File: config.mk
export PLATFORM = sky130hd
export DESIGN_NAME = wm_extractor
export DESIGN_NICKNAME = d
export VERILOG_FILES = /design/src/rtl/wm_extractor.sv
export SDC_FILE = /design/constraint.sdc
export NUM_CORES = 1
export LEC_CHECK = 0
export ABC_AREA = 1
export CAP_MARGIN = 20
export CORE_MARGIN = 2
export CORE_UTILIZATION = 40
export DETAILED_ROUTE_END_ITERATION = 16
export PLACE_DENSITY_LB_ADDON = 0.08
export SLEW_MARGIN = 0
export SYNTH_ARGS = -nofsm -noshare
export SYNTH_HDL_FRONTEND = slang
export SYNTH_SLANG_ARGS = --single-unit
File: constraint.sdc
create_clock -name clk -period 7.49 [get_ports clk]
set_clock_uncertainty 0.2 [all_clocks]
set_input_delay 0.749 -clock clk [delete_from_list [all_inputs] [get_ports clk]]
set_output_delay 0.749 -clock clk [all_outputs]
set_load 0.005 [all_outputs]
File: src/rtl/wm_extractor.sv
// Watermark extractor: recovers ll2 = (llw - ll1) / alpha with a restoring divider.
// Latency: 2N+1 cycles from accept to out_valid (1 cycle on the error paths).
// Backpressure: one transaction in flight; in_ready low until the result is taken.
module wm_extractor #(
  parameter int N = 16
) (
  input  logic           clk,
  input  logic           rst_n,
  input  logic           in_valid,
  output logic           in_ready,
  input  logic [2*N-1:0] llw,
  input  logic [N-1:0]   ll1,
  input  logic [N-1:0]   alpha,
  output logic           out_valid,
  input  logic           out_ready,
  output logic [N-1:0]   ll2,
  output logic [N-1:0]   rem,
  output logic           err_div0,
  output logic           err_under,
  output logic           sat
);

  localparam int CW = $clog2(2 * N);
  localparam logic [CW-1:0] CNT_INIT = CW'(2 * N - 1);

  typedef enum logic [1:0] {IDLE, SUB, DIV, DONE} state_t;

  state_t           state_q, state_d;
  logic [2*N-1:0]   llw_q, llw_d;
  logic [N-1:0]     ll1_q, ll1_d;
  logic [N-1:0]     alpha_q, alpha_d;
  logic [2*N-1:0]   dvd_q, dvd_d;
  logic [N:0]       r_q, r_d;
  logic [2*N-1:0]   quo_q, quo_d;
  logic [CW-1:0]    cnt_q, cnt_d;
  logic [N-1:0]     ll2_q, ll2_d;
  logic [N-1:0]     rem_q, rem_d;
  logic             err_div0_q, err_div0_d;
  logic             err_under_q, err_under_d;
  logic             sat_q, sat_d;

  // One restoring step: shift in the dividend MSB, subtract alpha when it fits.
  logic [2*N-1:0]   diff;
  logic [N:0]       r_shift;
  logic [N:0]       r_new;
  logic             q_bit;
  logic [2*N-1:0]   quo_new;

  // Datapath for the current divider step, evaluated every cycle.
  always_comb begin
    diff    = llw_q - {{N{1'b0}}, ll1_q};
    r_shift = {r_q[N-1:0], dvd_q[2*N-1]};
    q_bit   = (r_shift >= {1'b0, alpha_q});
    r_new   = q_bit ? (r_shift - {1'b0, alpha_q}) : r_shift;
    quo_new = {quo_q[2*N-2:0], q_bit};
  end

  // Next-state and register updates for the IDLE/SUB/DIV/DONE sequence.
  always_comb begin
    state_d     = state_q;
    llw_d       = llw_q;
    ll1_d       = ll1_q;
    alpha_d     = alpha_q;
    dvd_d       = dvd_q;
    r_d         = r_q;
    quo_d       = quo_q;
    cnt_d       = cnt_q;
    ll2_d       = ll2_q;
    rem_d       = rem_q;
    err_div0_d  = err_div0_q;
    err_under_d = err_under_q;
    sat_d       = sat_q;
    unique case (state_q)
      IDLE: begin
        if (in_valid) begin
          llw_d   = llw;
          ll1_d   = ll1;
          alpha_d = alpha;
          state_d = SUB;
        end
      end
      SUB: begin
        if (alpha_q == '0) begin
          // Divide-by-zero wins over underflow so only one flag is ever set.
          ll2_d       = '0;
          rem_d       = '0;
          err_div0_d  = 1'b1;
          err_under_d = 1'b0;
          sat_d       = 1'b0;
          state_d     = DONE;
        end else if (llw_q < {{N{1'b0}}, ll1_q}) begin
          ll2_d       = '0;
          rem_d       = '0;
          err_div0_d  = 1'b0;
          err_under_d = 1'b1;
          sat_d       = 1'b0;
          state_d     = DONE;
        end else begin
          dvd_d   = diff;
          r_d     = '0;
          quo_d   = '0;
          cnt_d   = CNT_INIT;
          state_d = DIV;
        end
      end
      DIV: begin
        dvd_d = {dvd_q[2*N-2:0], 1'b0};
        r_d   = r_new;
        quo_d = quo_new;
        cnt_d = cnt_q - 1'b1;
        if (cnt_q == '0) begin
          // Quotient is 2N bits wide; anything above N bits clamps to all ones.
          if (quo_new[2*N-1:N] != '0) begin
            ll2_d = '1;
            sat_d = 1'b1;
          end else begin
            ll2_d = quo_new[N-1:0];
            sat_d = 1'b0;
          end
          rem_d       = r_new[N-1:0];
          err_div0_d  = 1'b0;
          err_under_d = 1'b0;
          state_d     = DONE;
        end
      end
      DONE: begin
        if (out_ready) state_d = IDLE;
      end
      default: state_d = IDLE;
    endcase
  end

  // State and datapath registers; reset aborts any transaction in flight.
  always_ff @(posedge clk or negedge rst_n) begin
    if (!rst_n) begin
      state_q     <= IDLE;
      llw_q       <= '0;
      ll1_q       <= '0;
      alpha_q     <= '0;
      dvd_q       <= '0;
      r_q         <= '0;
      quo_q       <= '0;
      cnt_q       <= '0;
      ll2_q       <= '0;
      rem_q       <= '0;
      err_div0_q  <= 1'b0;
      err_under_q <= 1'b0;
      sat_q       <= 1'b0;
    end else begin
      state_q     <= state_d;
      llw_q       <= llw_d;
      ll1_q       <= ll1_d;
      alpha_q     <= alpha_d;
      dvd_q       <= dvd_d;
      r_q         <= r_d;
      quo_q       <= quo_d;
      cnt_q       <= cnt_d;
      ll2_q       <= ll2_d;
      rem_q       <= rem_d;
      err_div0_q  <= err_div0_d;
      err_under_q <= err_under_d;
      sat_q       <= sat_d;
    end
  end

  // Handshake outputs come straight from the state register.
  assign in_ready  = (state_q == IDLE);
  assign out_valid = (state_q == DONE);
  assign ll2       = ll2_q;
  assign rem       = rem_q;
  assign err_div0  = err_div0_q;
  assign err_under = err_under_q;
  assign sat       = sat_q;

endmodule

=== Yosys cells after proc, flatten, opt, wreduce, memory -nomap -nowiden ===
Index checks and enable logic that the tools add are counted.

* Register bits: 185
* Output and inout bits: 37

* Add/sub/neg operators: 3
* $lt $le $gt $ge: 2
* Equal/unequal tests: 9
* Muxes and demuxes: 37
* Reduce and logical (&&, ||, !) cells: 9

{| class="wikitable"
|+ Operators with widths
! cell !! number
|-
| $mux W16 || 8
|-
| $pmux W16 S2 || 3
|-
| $mux W32 || 2
|-
| $pmux W32 S2 || 1
|-
| $mux W31 || 2
|-
| $pmux W31 S2 || 1
|-
| $lt A32 B16 Y1 || 1
|-
| $sub A32 B16 Y32 || 1
|-
| $ge A17 B16 Y1 || 1
|-
| $logic_not A16 Y1 || 1
|-
| $reduce_bool A16 Y1 || 1
|-
| $sub A16 B16 Y16 || 1
|-
| $mux W1 || 10
|-
| $mux W5 || 2
|-
| $pmux W5 S2 || 1
|-
| $reduce_and A3 Y1 || 3
|-
| $ne A2 B2 Y1 const B || 4
|-
| $pmux W2 S4 || 1
|-
| $mux W2 || 3
|-
| $pmux W1 S2 || 3
|-
| $logic_not A5 Y1 || 1
|-
| $sub A5 B1 Y5 const B || 1
|-
| $eq A2 B2 Y1 const B || 2
|-
| $ne A3 B3 Y1 const B || 1
|-
| other kinds (5) || 5
|}

=== Longest topological paths before layout ===
* Depth in word-level cells: 4
* Mapped depth: 17
* Gate-level depth less buffers: 16

=== Least setup slack after synthesis ===
Ideal clock, no wire load.

* Kind: register to register
* From: register llw_q[0]
* To: register r_q[10]
* Arrival time: 2.101 ns
* Data required time: 7.172 ns
* Setup slack: 5.071 ns
* Cell stages (with the launch flop): 18
* Clock period less this slack: 2.419 ns
* Cells stage by stage: dfrtp_1 inv_1 ha_1 fa_1 inv_1 nand2_1 nand2_1 nand3b_1 nand2_1 nand2_1 nand3_2 nand2_2 nand2_4 nand2_4 buf_6 buf_4 nand2_1 nand2_1

* Cells in the longest elaborated chain, start to end: 3

{| class="wikitable"
|+ Ends and longest elaborated chain
! what !! line !! source
|-
| start, declared || 29 || <nowiki>logic [2*N-1:0] llw_q, llw_d;</nowiki>
|-
| start signal, assigned || 151 || <nowiki>llw_q <= llw_d;</nowiki>
|-
| $lt A32 B16 Y1 || 91 || <nowiki>end else if (llw_q < {{N{1'b0}}, ll1_q}) begin</nowiki>
|-
| $ne A2 B2 Y1 (no line) || -- ||
|-
| $reduce_and A3 Y1 (no line) || -- ||
|-
| end signal, assigned || 155 || <nowiki>r_q <= r_d;</nowiki>
|-
| end, declared || 33 || <nowiki>logic [N:0] r_q, r_d;</nowiki>
|}

No other way between the ends.
A chain may end at the register's enable or synchronous reset.

=== Worst setup path after layout ===
* From: register ll1_q[0]
* To: register cnt_q[3]

* Cells in the longest elaborated chain, start to end: 3

{| class="wikitable"
|+ Ends and longest elaborated chain
! what !! line !! source
|-
| start, declared || 30 || <nowiki>logic [N-1:0] ll1_q, ll1_d;</nowiki>
|-
| start signal, assigned || 152 || <nowiki>ll1_q <= ll1_d;</nowiki>
|-
| $lt A32 B16 Y1 || 91 ||
|-
| $ne A2 B2 Y1 (no line) || -- ||
|-
| $reduce_and A3 Y1 (no line) || -- ||
|-
| end signal, assigned || 157 || <nowiki>cnt_q <= cnt_d;</nowiki>
|-
| end, declared || 35 || <nowiki>logic [CW-1:0] cnt_q, cnt_d;</nowiki>
|}

No other way between the ends.

==> flow_summary.yaml <==
cts:
  cts_hold_buf: 0
  clock_sinks: 185
  root_buffer: "clkbuf_16"
  htree_levels: 4
  numCtsBuffers: 17
  cts_tree: "built"
  clock_latency_ps: 450
  clkTransAtPathRegs_ps: 80
  postCtsSetupRepairBufs: 0
  clk_path_buf_depth: 2
  post_cts_resized: 0
worst_hold_path:
  hold_class: "primary input to asynchronous set/reset pin"
final_layout:
  antenna_cells: 0
  area_delta_synth_final_pct: 18.11
  final-seq-area_mm2: 0.004629
  fill_cells: 2706
  multi_input_area_mm2: 0.005179
  final_cells: 1940
  drive_above_1_share: 0.04878
  nNetsFinal: 1694
drt:
  vias: 9450
  wirelength_um: 27040
  drt_first_pass_iters: 6
  drtIter0Drc: 598
  route.detailed.drc: 0
  routedWlPerCell_um: 13.94
  ant_nets: 0
  viasPerCell: 4.871
yosys:
  syn-cell-area_mm2: 0.01076
  ys_seq_area_frac: 0.4304
  synth_cells: 1509
  synth-seq-cells: 185
  synth_cell_types: 40
  synth-main-ff-cell: "dfrtp_1"
  synth_fp_nets: 1617
  yosysWarnings: 0
  async_flop_share: 1.000
  synth_edf_count: 0
  syn_area_per_cell_um2: 7.127
timing:
  setup-tns-final_ps: 0
  drv_slew: 0
  fmax_ghz: 0.2912
  timing.final.ws_setup_ps: 4056
  rsz0062_at_grt: "no"
  relSlewSlack: 0.3889
  period_share: 0.4584
  post-route-min-period_ps: 3434
  setup_viol: 0
  worstMarginPinSlew_ps: 913.5
  final-hold-violation-count: 0
floorplan:
  rows: 60
  initial_core_util: 0.4036
  die_w_um: 168.0
  dieArea_mm2: 0.02822
  core_mm2: 0.02665
  io_pins: 105
  die_height_um: 168.0
global_route:
  grt_use_total: 0.1989
  antenna_found_initial: 0
  grt_pass1_vias: 9068
  grt_first_pass_wirelength_um: 45470
  overflow: 0
  grt_max_degree: 114
placed_design:
  gp_congestion: 0.8877
  place_ws_ps: 3990
  port_buffers: 104
  place_inst: 1906
  hpwl_um: 19490
worst_setup_path:
  cp_slowest_cell: "nand2_4"
  worst_path_most_repeated_cell: "nand2_1"
  cp.required_ps: 7630
  r2r_slack_ps: 4060
  cp-endpoint: "cnt_q[3]$_DFFE_PN0P_"
  worstReg2RegStart: "ll1_q[0]$_DFFE_PN0P_"
  critical_path_arrival_ps: 3570
  crit_chain: "ha_1 > fa_1 > inv_1 > nand2_1 > nand2_1 > nand3b_1 > nand2_1 > nand2_1 > nand3_2 > nand2_2 > nand2_4 > nand2_4 > o21ai_0"
  worst-path-max-fanout: 77
  reg2regPathDepth: 13
  crit_type: "flip-flop to flip-flop"
  worstReg2RegEnd: "cnt_q[3]$_DFFE_PN0P_"
  cp-startpoint: "ll1_q[0]$_DFFE_PN0P_"
  slowest_delay_ps: 580
  path_depth: 13
  crit_family: "simple AND/OR/NAND/NOR gates"
  start_kind: "flip-flop"
  crit_buf_inv: 1
  end_kind: "flip-flop"
outcome:
  status: "finished, final reports clean"
pwr:
  leakage_uw: 0.006652
  power_density_mw_per_mm2: 379.4
  irDropWorstVdd_mv: 0.2359
job:
  drv_cap: 0
==> power breakdown <==
part	internal (uW)	leakage (uW)	switching, uW
logic	823	0.00403	1590
clock network	464	0.000303	484
registers	1290	0.00232	161
total	2580	0.00665	2240
==> logic make-up after synthesis <==
family,share of synthesized area
xor+xnor,0.01222
compound gates,0.07259
mux,0.01675
fa+ha+maj,0.04793
flops,0.4304
buf+inv,0.08992
simple gates,0.3302
==> registers in the layout, summed over array words and instances, names as in the netlist <==
register   count
r_q           16
err_under      1
sat            1
state_q        2
ll2           16
alpha_q       16
quo_q         31
cnt_q          5
dvd_q         32
rem           16
err_div0       1
llw_q         32
ll1_q         16
==> per-stage QoR <==
stage          instance area [um2]  hold WS (ps)  utilization  total power (uW)
6_report                     12700         149.4       0.4767              4819
5_1_grt                      12700         211.0       0.4767              5305
4_1_cts                      12650         178.9       0.4746              4835
3_5_place_dp                 12020         265.6       0.4510              3868
3_3_place_gp                 12020         262.0       0.4510              3841
2_1_floorplan                10760         243.6            -              3283
==> how the worst min path moves through the flow <==
stage | cells after the start | slack, ps | to
5_1_grt | 1 | 210 | r_q[9]$_DFFE_PN0P_
4_1_cts | 1 | 180 | r_q[9]$_DFFE_PN0P_
3_3_place_gp | 2 | 260 | rem[12]$_DFFE_PN0P_
3_5_place_dp | 2 | 270 | dvd_q[18]$_DFFE_PN0P_
2_1_floorplan | 2 | 240 | quo_q[30]$_DFFE_PN0P_
6_report | 1 | 150 | r_q[9]$_DFFE_PN0P_
==> cell usage after synthesis, types with 5 or more instances <==
cell type | instances | area, um2
o21ai_0 | 67 | 335.3
buf_2 | 13 | 65.06
nor3_1 | 9 | 45.04
a21oi_1 | 69 | 345.3
xnor2_1 | 8 | 70.07
xor2_1 | 7 | 61.31
clkbuf_1 | 30 | 112.6
buf_6 | 5 | 56.30
ha_1 | 38 | 475.5
inv_1 | 182 | 683.2
mux2_2 | 16 | 180.2
nand2_1 | 544 | 2042
dfrtp_1 | 185 | 4629
nand3_1 | 142 | 710.7
nor2_1 | 133 | 499.2
or2_2 | 6 | 37.54
nand4_1 | 13 | 81.33
==> cells in the final DEF, fill, tap and decap left out, types with 7 or more instances in the layout <==
master           count
clkdlybuf4s50_1    103
mux2_2              16
xnor2_1              8
nand3_1            142
nor3_1               9
dfrtp_1            185
nand2_1            543
a21oi_1             69
o21ai_0             67
nand4_1             13
clkbuf_16           17
xor2_1               7
inv_1              182
ha_1                37
nor2_1             133
==> layer usage <==
metal / up-vias / GRT usage / part of all wire
li1: 4900 / - / -
met1: 4335 / 0.2670 / 0.48
met2: 186 / 0.3394 / 0.47
met3: 29 / 0.03032 / 0.036
met4: 0 / 0.04688 / 0.015
met5: - / 0 / 0
==> layout make-up <==
cell class | count | area share
well taps | 341 | 0.03359
multi-input cells | 1085 | 0.4077
repair buffers | 112 | 0.09012
clock buffers | 17 | 0.03349
clock inverters | 15 | 0.01605
inverters | 185 | 0.05466
flip-flops and latches | 185 | 0.3644
==> worst register-to-register path: cells and delay by family, from the launching register on <==
kind                       cells  cell delay, ps
and+or+nand+nor                9            1630
DFF                            1             390
buffers and inverters          1             110
AOI/OAI and AO/OA              1             380
adders and majority gates      2             620
Note: power is estimated with default switching activity, not from simulation.
